### src/rtl/alu_arbiter.sv
// -----------------------------------------------------------------------------
// alu_arbiter
//   Shares one combinational 32-bit ALU between two requesters. A round-robin
//   arbiter accepts one operation at a time. It holds the operands in stable
//   registers that drive the ALU for EXEC_CYCLES cycles, then captures the
//   result and flags. The captured values go back on the issuing port's
//   response channel. Opcodes above MAX_OPCODE never reach the ALU; they are
//   answered at once with result 0 and flags 4'b1000.
//
// Parameters
//   EXEC_CYCLES  ALU settle cycles before capture (1..15)
//   MAX_OPCODE   highest legal opcode
//
// Ports
//   clock, reset_n                        clock, async active-low reset
//   reqN_valid/ready, reqN_opA/opB        per-port request channel
//   reqN_opcode/shamt
//   respN_valid/ready, respN_result/flags per-port response channel,
//                                         flags = {illegal, overflow,
//                                         isLessThan, isNotEqual}
//   alu_operandA/B, alu_opcode/shiftamt   registered ALU inputs
//   alu_result, alu_isNotEqual,           ALU outputs
//   alu_isLessThan, alu_overflow
// -----------------------------------------------------------------------------
module alu_arbiter #(
  parameter int unsigned EXEC_CYCLES = 1,
  parameter int unsigned MAX_OPCODE  = 5
) (
  input  logic        clock,
  input  logic        reset_n,
  input  logic        req0_valid,
  output logic        req0_ready,
  input  logic [31:0] req0_opA,
  input  logic [31:0] req0_opB,
  input  logic [4:0]  req0_opcode,
  input  logic [4:0]  req0_shamt,
  output logic        resp0_valid,
  input  logic        resp0_ready,
  output logic [31:0] resp0_result,
  output logic [3:0]  resp0_flags,
  input  logic        req1_valid,
  output logic        req1_ready,
  input  logic [31:0] req1_opA,
  input  logic [31:0] req1_opB,
  input  logic [4:0]  req1_opcode,
  input  logic [4:0]  req1_shamt,
  output logic        resp1_valid,
  input  logic        resp1_ready,
  output logic [31:0] resp1_result,
  output logic [3:0]  resp1_flags,
  output logic [31:0] alu_operandA,
  output logic [31:0] alu_operandB,
  output logic [4:0]  alu_opcode,
  output logic [4:0]  alu_shiftamt,
  input  logic [31:0] alu_result,
  input  logic        alu_isNotEqual,
  input  logic        alu_isLessThan,
  input  logic        alu_overflow
);

  localparam logic [1:0] ST_IDLE = 2'd0;
  localparam logic [1:0] ST_EXEC = 2'd1;
  localparam logic [1:0] ST_RESP = 2'd2;

  localparam logic [3:0] CNT_INIT = 4'(EXEC_CYCLES - 1);
  localparam logic [4:0] MAX_OP   = 5'(MAX_OPCODE);

  // Round-robin pick: a lone requester wins, a tie goes to the port that
  // was not granted last.
  function automatic logic pick_port(input logic v0, input logic v1,
                                     input logic last);
    logic win;
    case ({v1, v0})
      2'b01:   win = 1'b0;
      2'b10:   win = 1'b1;
      2'b11:   win = ~last;
      default: win = 1'b0;
    endcase
    return win;
  endfunction

  logic [1:0]       state_r;
  logic [3:0]       cnt_r;
  logic             owner_r;
  logic             last_grant_r;
  logic [1:0]       resp_valid_r;
  logic [1:0][31:0] resp_result_r;
  logic [1:0][3:0]  resp_flags_r;

  logic        cand_s;
  logic        hs_s;
  logic        legal_s;
  logic        owner_ready_s;
  logic [31:0] sel_opA_s;
  logic [31:0] sel_opB_s;
  logic [4:0]  sel_opcode_s;
  logic [4:0]  sel_shamt_s;

  // Candidate selection, request handshake and operand mux for the winner.
  always_comb begin
    cand_s       = pick_port(req0_valid, req1_valid, last_grant_r);
    // Readiness is gated by reset_n so every output reads 0 while in reset.
    hs_s         = (state_r == ST_IDLE) & (req0_valid | req1_valid) & reset_n;
    req0_ready   = hs_s & ~cand_s;
    req1_ready   = hs_s & cand_s;
    if (cand_s) begin
      sel_opA_s    = req1_opA;
      sel_opB_s    = req1_opB;
      sel_opcode_s = req1_opcode;
      sel_shamt_s  = req1_shamt;
    end else begin
      sel_opA_s    = req0_opA;
      sel_opB_s    = req0_opB;
      sel_opcode_s = req0_opcode;
      sel_shamt_s  = req0_shamt;
    end
    legal_s       = (sel_opcode_s <= MAX_OP);
    owner_ready_s = owner_r ? resp1_ready : resp0_ready;
  end

  // Control FSM, ALU input registers and per-port response registers.
  always_ff @(posedge clock or negedge reset_n) begin
    if (!reset_n) begin
      state_r       <= ST_IDLE;
      cnt_r         <= 4'd0;
      owner_r       <= 1'b0;
      last_grant_r  <= 1'b1;
      resp_valid_r  <= 2'b00;
      resp_result_r <= '0;
      resp_flags_r  <= '0;
      alu_operandA  <= 32'd0;
      alu_operandB  <= 32'd0;
      alu_opcode    <= 5'd0;
      alu_shiftamt  <= 5'd0;
    end else begin
      case (state_r)
        ST_IDLE: begin
          if (hs_s) begin
            owner_r      <= cand_s;
            last_grant_r <= cand_s;
            if (legal_s) begin
              alu_operandA <= sel_opA_s;
              alu_operandB <= sel_opB_s;
              alu_opcode   <= sel_opcode_s;
              alu_shiftamt <= sel_shamt_s;
              cnt_r        <= CNT_INIT;
              state_r      <= ST_EXEC;
            end else begin
              // Illegal op: answer directly and leave the ALU inputs alone.
              resp_result_r[cand_s] <= 32'd0;
              resp_flags_r[cand_s]  <= 4'b1000;
              resp_valid_r[cand_s]  <= 1'b1;
              state_r               <= ST_RESP;
            end
          end else begin
            state_r <= ST_IDLE;
          end
        end
        ST_EXEC: begin
          if (cnt_r != 4'd0) begin
            cnt_r <= cnt_r - 4'd1;
          end else begin
            resp_result_r[owner_r] <= alu_result;
            resp_flags_r[owner_r]  <= {1'b0, alu_overflow, alu_isLessThan,
                                       alu_isNotEqual};
            resp_valid_r[owner_r]  <= 1'b1;
            state_r                <= ST_RESP;
          end
        end
        ST_RESP: begin
          if (owner_ready_s) begin
            resp_valid_r[owner_r] <= 1'b0;
            state_r               <= ST_IDLE;
          end else begin
            state_r <= ST_RESP;
          end
        end
        default: begin
          resp_valid_r <= 2'b00;
          state_r      <= ST_IDLE;
        end
      endcase
    end
  end

  assign resp0_valid  = resp_valid_r[0];
  assign resp1_valid  = resp_valid_r[1];
  assign resp0_result = resp_result_r[0];
  assign resp1_result = resp_result_r[1];
  assign resp0_flags  = resp_flags_r[0];
  assign resp1_flags  = resp_flags_r[1];

endmodule
### config.mk
export PLATFORM = sky130hd
export DESIGN_NAME = alu_arbiter
export DESIGN_NICKNAME = d
export VERILOG_FILES = /design/src/rtl/alu_arbiter.sv
export SDC_FILE = /design/constraint.sdc
export NUM_CORES = 1
export LEC_CHECK = 0
export BUFFER_PORTS_ARGS = -buffer_cell sky130_fd_sc_hd__clkbuf_2
export CORE_AREA = 2 2 132 134
export CTS_BUF_LIST = sky130_fd_sc_hd__clkbuf_16
export DETAILED_ROUTE_END_ITERATION = 8
export DIE_AREA = 0 0 134 136
export HOLD_SLACK_MARGIN = 0.05
export PLACE_DENSITY = 0.74
export SKIP_CTS_REPAIR_TIMING = 1
export SYNTH_ARGS = -nofsm -noshare
export SYNTH_HDL_FRONTEND = slang
export SYNTH_SLANG_ARGS = --single-unit
### constraint.sdc
create_clock -name clock -period 2.2 [get_ports clock]
set_input_delay 0.44 -clock clock [delete_from_list [all_inputs] [get_ports clock]]
set_output_delay 0.44 -clock clock [all_outputs]
set_load 0.02 [all_outputs]
==> metrics.md <==
| Metric | Value |
|---|---|
| Congestion Overflow GR | 0 |
| Core ar. | between 15000 and 20000 um^2 |
| Worst skew pair latency | 420 ps |
| Gpl congestion | 0.7932 |
| Post-Synth Adder-Cell Area | 0.3720% |
| Most frequent cells in the layout | clkbuf_2 (336), dfrtp_1 (155), a21oi_1 (147) |
| HPWL after DPL | roughly 13000 um |
| Worst EP required | between 1500 and 2000 ps |
| Clock Path Buffers | 2 |
| Crit start category | flip-flop |
| Layout net count | 1074 |
| Top FF cell, synth | dfrtp_1 |
| Slew HR | roughly 56% |
| YS warnings | 0 |
| Crit Reg-Reg Startpoint | cnt_r[0] |
| Post-layout util | approximately 55% |
| Type of the worst min-delay path | input port to async pin |
| First-pass GRT wire length | 29790 um |
| Switching share of power | 42.75% |
| Fin. Hold Viols | 0 |
| Library cells used by synthesis | 43 |
| Ys async rst share | 100.0% |
| TritonRoute pass-1 iters | 5 |
| Die X | 134 um |
| Critical path class | flip-flop to primary output |
| IO Pins | around 340 |
| Reg2reg end | resp1_result[29] |
| Path depth of the worst reg2reg path | 6 |
| CTS Sinks | 156 |
| Combinational Power Share | approximately 43% |
| Setup_tns | 0 ps |
| Die ar. | 18220 um^2 |
| Synth-to-layout area growth | 38.39% |
| Minimum clock period | ~2100 ps |
| CTS buffer count | 17 |
| Internal | 7.964 mW |
| Post-route ant nets | 0 |
| Endpoints failing setup | 0 |
| CTS tree | done |
| Synth Area in Compound Gates | about a quarter |
| Synthesized area | 6726 um^2 |
| Clk slew on worst S/H paths | approximately 60 ps |
| GRT Overall Usage | about a fifth |
| Worst-margin pin slew | ~660 ps |
| Maxcap violations | 0 |
| Setup slack, reg-to-reg | approximately 220 ps |
| Max FO, Critical Path | 7 |
| PortBufs | ~340 |
| Signal arrival time at the worst endpoint | 1650 ps |
| Syn nets | between 700 and 800 |
| Outcome | complete, no violations |
| Unrepaired setup endpoints after global routing | no |
| Avg Cell Area, Syn | between 10 and 15 um^2 |
| Wire length per cell | approximately 17 um |
| EDFF count, synth | 0 |
| Power Density | about 1500 nW/um^2 |
| FP Rows | 48 |
| Vias | about 5900 |
| Post-route DRC | 0 |
| Crit path from | state_r[0] |
| Worst vdd ir | between 600 and 700 uV |
| Synth Area in XOR/XNOR | 0% |
| Leakage | 4.772 nW |
| Routed wire length | a little under 20000 um |
| Starting density of the core | approximately two fifths |
| Clock network fraction of total power | about a fifth |
| Fillcell total | about 1400 |
| Slew Limit Fails | 0 |
| Fmax | around 480 MHz |
| Post-synthesis sequential area ratio | 58.05% |
| Crit end category | primary output |
| Largest net degree at the start of global routing | 126 |
| Die Height | approximately 140 um |
| Root Driver | clkbuf_16 |
| Number of global-route vias before repair | between 5000 and 6000 |
| Share of cells above drive strength 1 | 44.87% |
| Initial antenna violation count | 1 |
| Mux cell area share after synthesis | 11.57% |
| Synthesis-stage register bit count | approximately 160 |
| H-tree levels | 4 |
| Synthesized instance count | 557 |
| NetSw | roughly 5.9 mW |
| DRT iter0 DRCs | ~250 |
| Via/cell ratio | 5.301 |
| Tcrit/Tclk final | 95.06% |
| Sequential power share | 36.2% |
| Synth Area in Simple Gates | under 10% |
| Main combinational cell family by area after synthesis | compound AO/OA/AOI/OAI gates |
| Clock skew | between 10 and 15 ps |
| Most common cell after layout, fill and taps aside | clkbuf_2 |
through the flow:
stage	worst slack [ps]	power, mW	cells	hold WS [ps]	instance area, um^2
finish	108.6	13.91	1122	65.63	9309
global route	20.12	14.68	1122	86.72	9309
CTS	18.38	13.99	1120	65.87	9276
detailed placement	8.927	11.11	1088	480.4	8698
global placement	73.56	10.96	1088	473.4	8698
floorplan	412.2	8.765	557	144.4	6726
worst max-delay path: stages (launching register included):
cell	delay [ps]
dfrtp_1	380
buf_4	160
nor3b_1	200
buf_4	170
and3_1	160
clkbuf_2	170
power groups by stage:
stage | Clock (mW) | Combinational (mW) | Sequential (mW)
6_report | 2.83 | 6.04 | 5.04
5_1_grt | 3.01 | 6.49 | 5.19
4_1_cts | 2.89 | 6.08 | 5.03
3_5_place_dp | 0 | 6.07 | 5.04
3_3_place_gp | 0 | 5.94 | 5.03
2_1_floorplan | 0 | 2.21 | 6.56
cell type report:
type	count	area, um^2	share of cell area [%]
inverter	6	22.52	0.2419
clock inverter	15	152.6	1.640
timing repair buffer	355	1919	20.62
antenna	1	2.502	0.02688
sequential	156	3905	41.95
clock buffer	17	425.4	4.570
tap	225	281.5	3.024
multi-input combinational	347	2600	27.93
cell families (layout without fill, tap and decap cells):
group           count (synthesis)  count (layout)
compound gates                240             241
flops                         156             156
mux                            77              77
buf+inv                        55             393
simple gates                   27              27
fa+ha+maj                       2               2
other cells                     0               1
how the worst max path moves through the flow:
stage / end / slack (ps) / cells after the start
after floorplan: alu_opcode[0] / 410 / 6
after global placement: resp1_result[22] / 70 / 4
after detailed placement: resp1_result[17] / 9 / 4
after CTS: resp1_result[29] / 20 / 6
after global routing: req0_ready / 20 / 5
final: req0_ready / 110 / 5
state kept, by name, indices dropped and copies added (netlist names), 2 cells and up:
name and cells:
resp0_result 32, alu_operandB 32, alu_shiftamt 5, resp0_flags 4, resp_valid_r 2, cnt_r 4, state_r 2, alu_opcode 5
resp1_result 32, resp1_flags 4, alu_operandA 32
routing by layer:
metal / share of wire, % / vias to the layer above / wire (um) / global-route usage (%)
met3: 7.1 / 16 / 1371 / 4.512
met5: 0 / - / 0 / 0
met2: 52 / 267 / 10010 / 35.67
met4: 1.1 / 0 / 204 / 6.442
li1: - / 2770 / - / -
met1: 40 / 2895 / 7762 / 25.80
cells in the mapped netlist (2+ instances only):
cell type / n / area, um^2
dfrtp_1: 155 / 3879
a21oi_1: 147 / 735.7
mux2i_1: 73 / 730.7
a22o_1: 35 / 306.5
a32o_1: 35 / 350.3
buf_2: 35 / 175.2
clkbuf_1: 9 / 33.78
inv_1: 6 / 22.52
o21ai_0: 5 / 25.02
a21o_1: 4 / 30.03
buf_4: 4 / 30.03
nand2_1: 4 / 15.01
nor2_1: 4 / 15.01
and3_1: 3 / 18.77
mux2_2: 3 / 33.78
a211o_1: 2 / 17.52
a211oi_1: 2 / 15.01
and2_1: 2 / 12.51
ha_1: 2 / 25.02
nor2b_1: 2 / 12.51
nor3b_1: 2 / 15.01
o21ai_2: 2 / 17.52
Power figures use the tool's default switching activity.
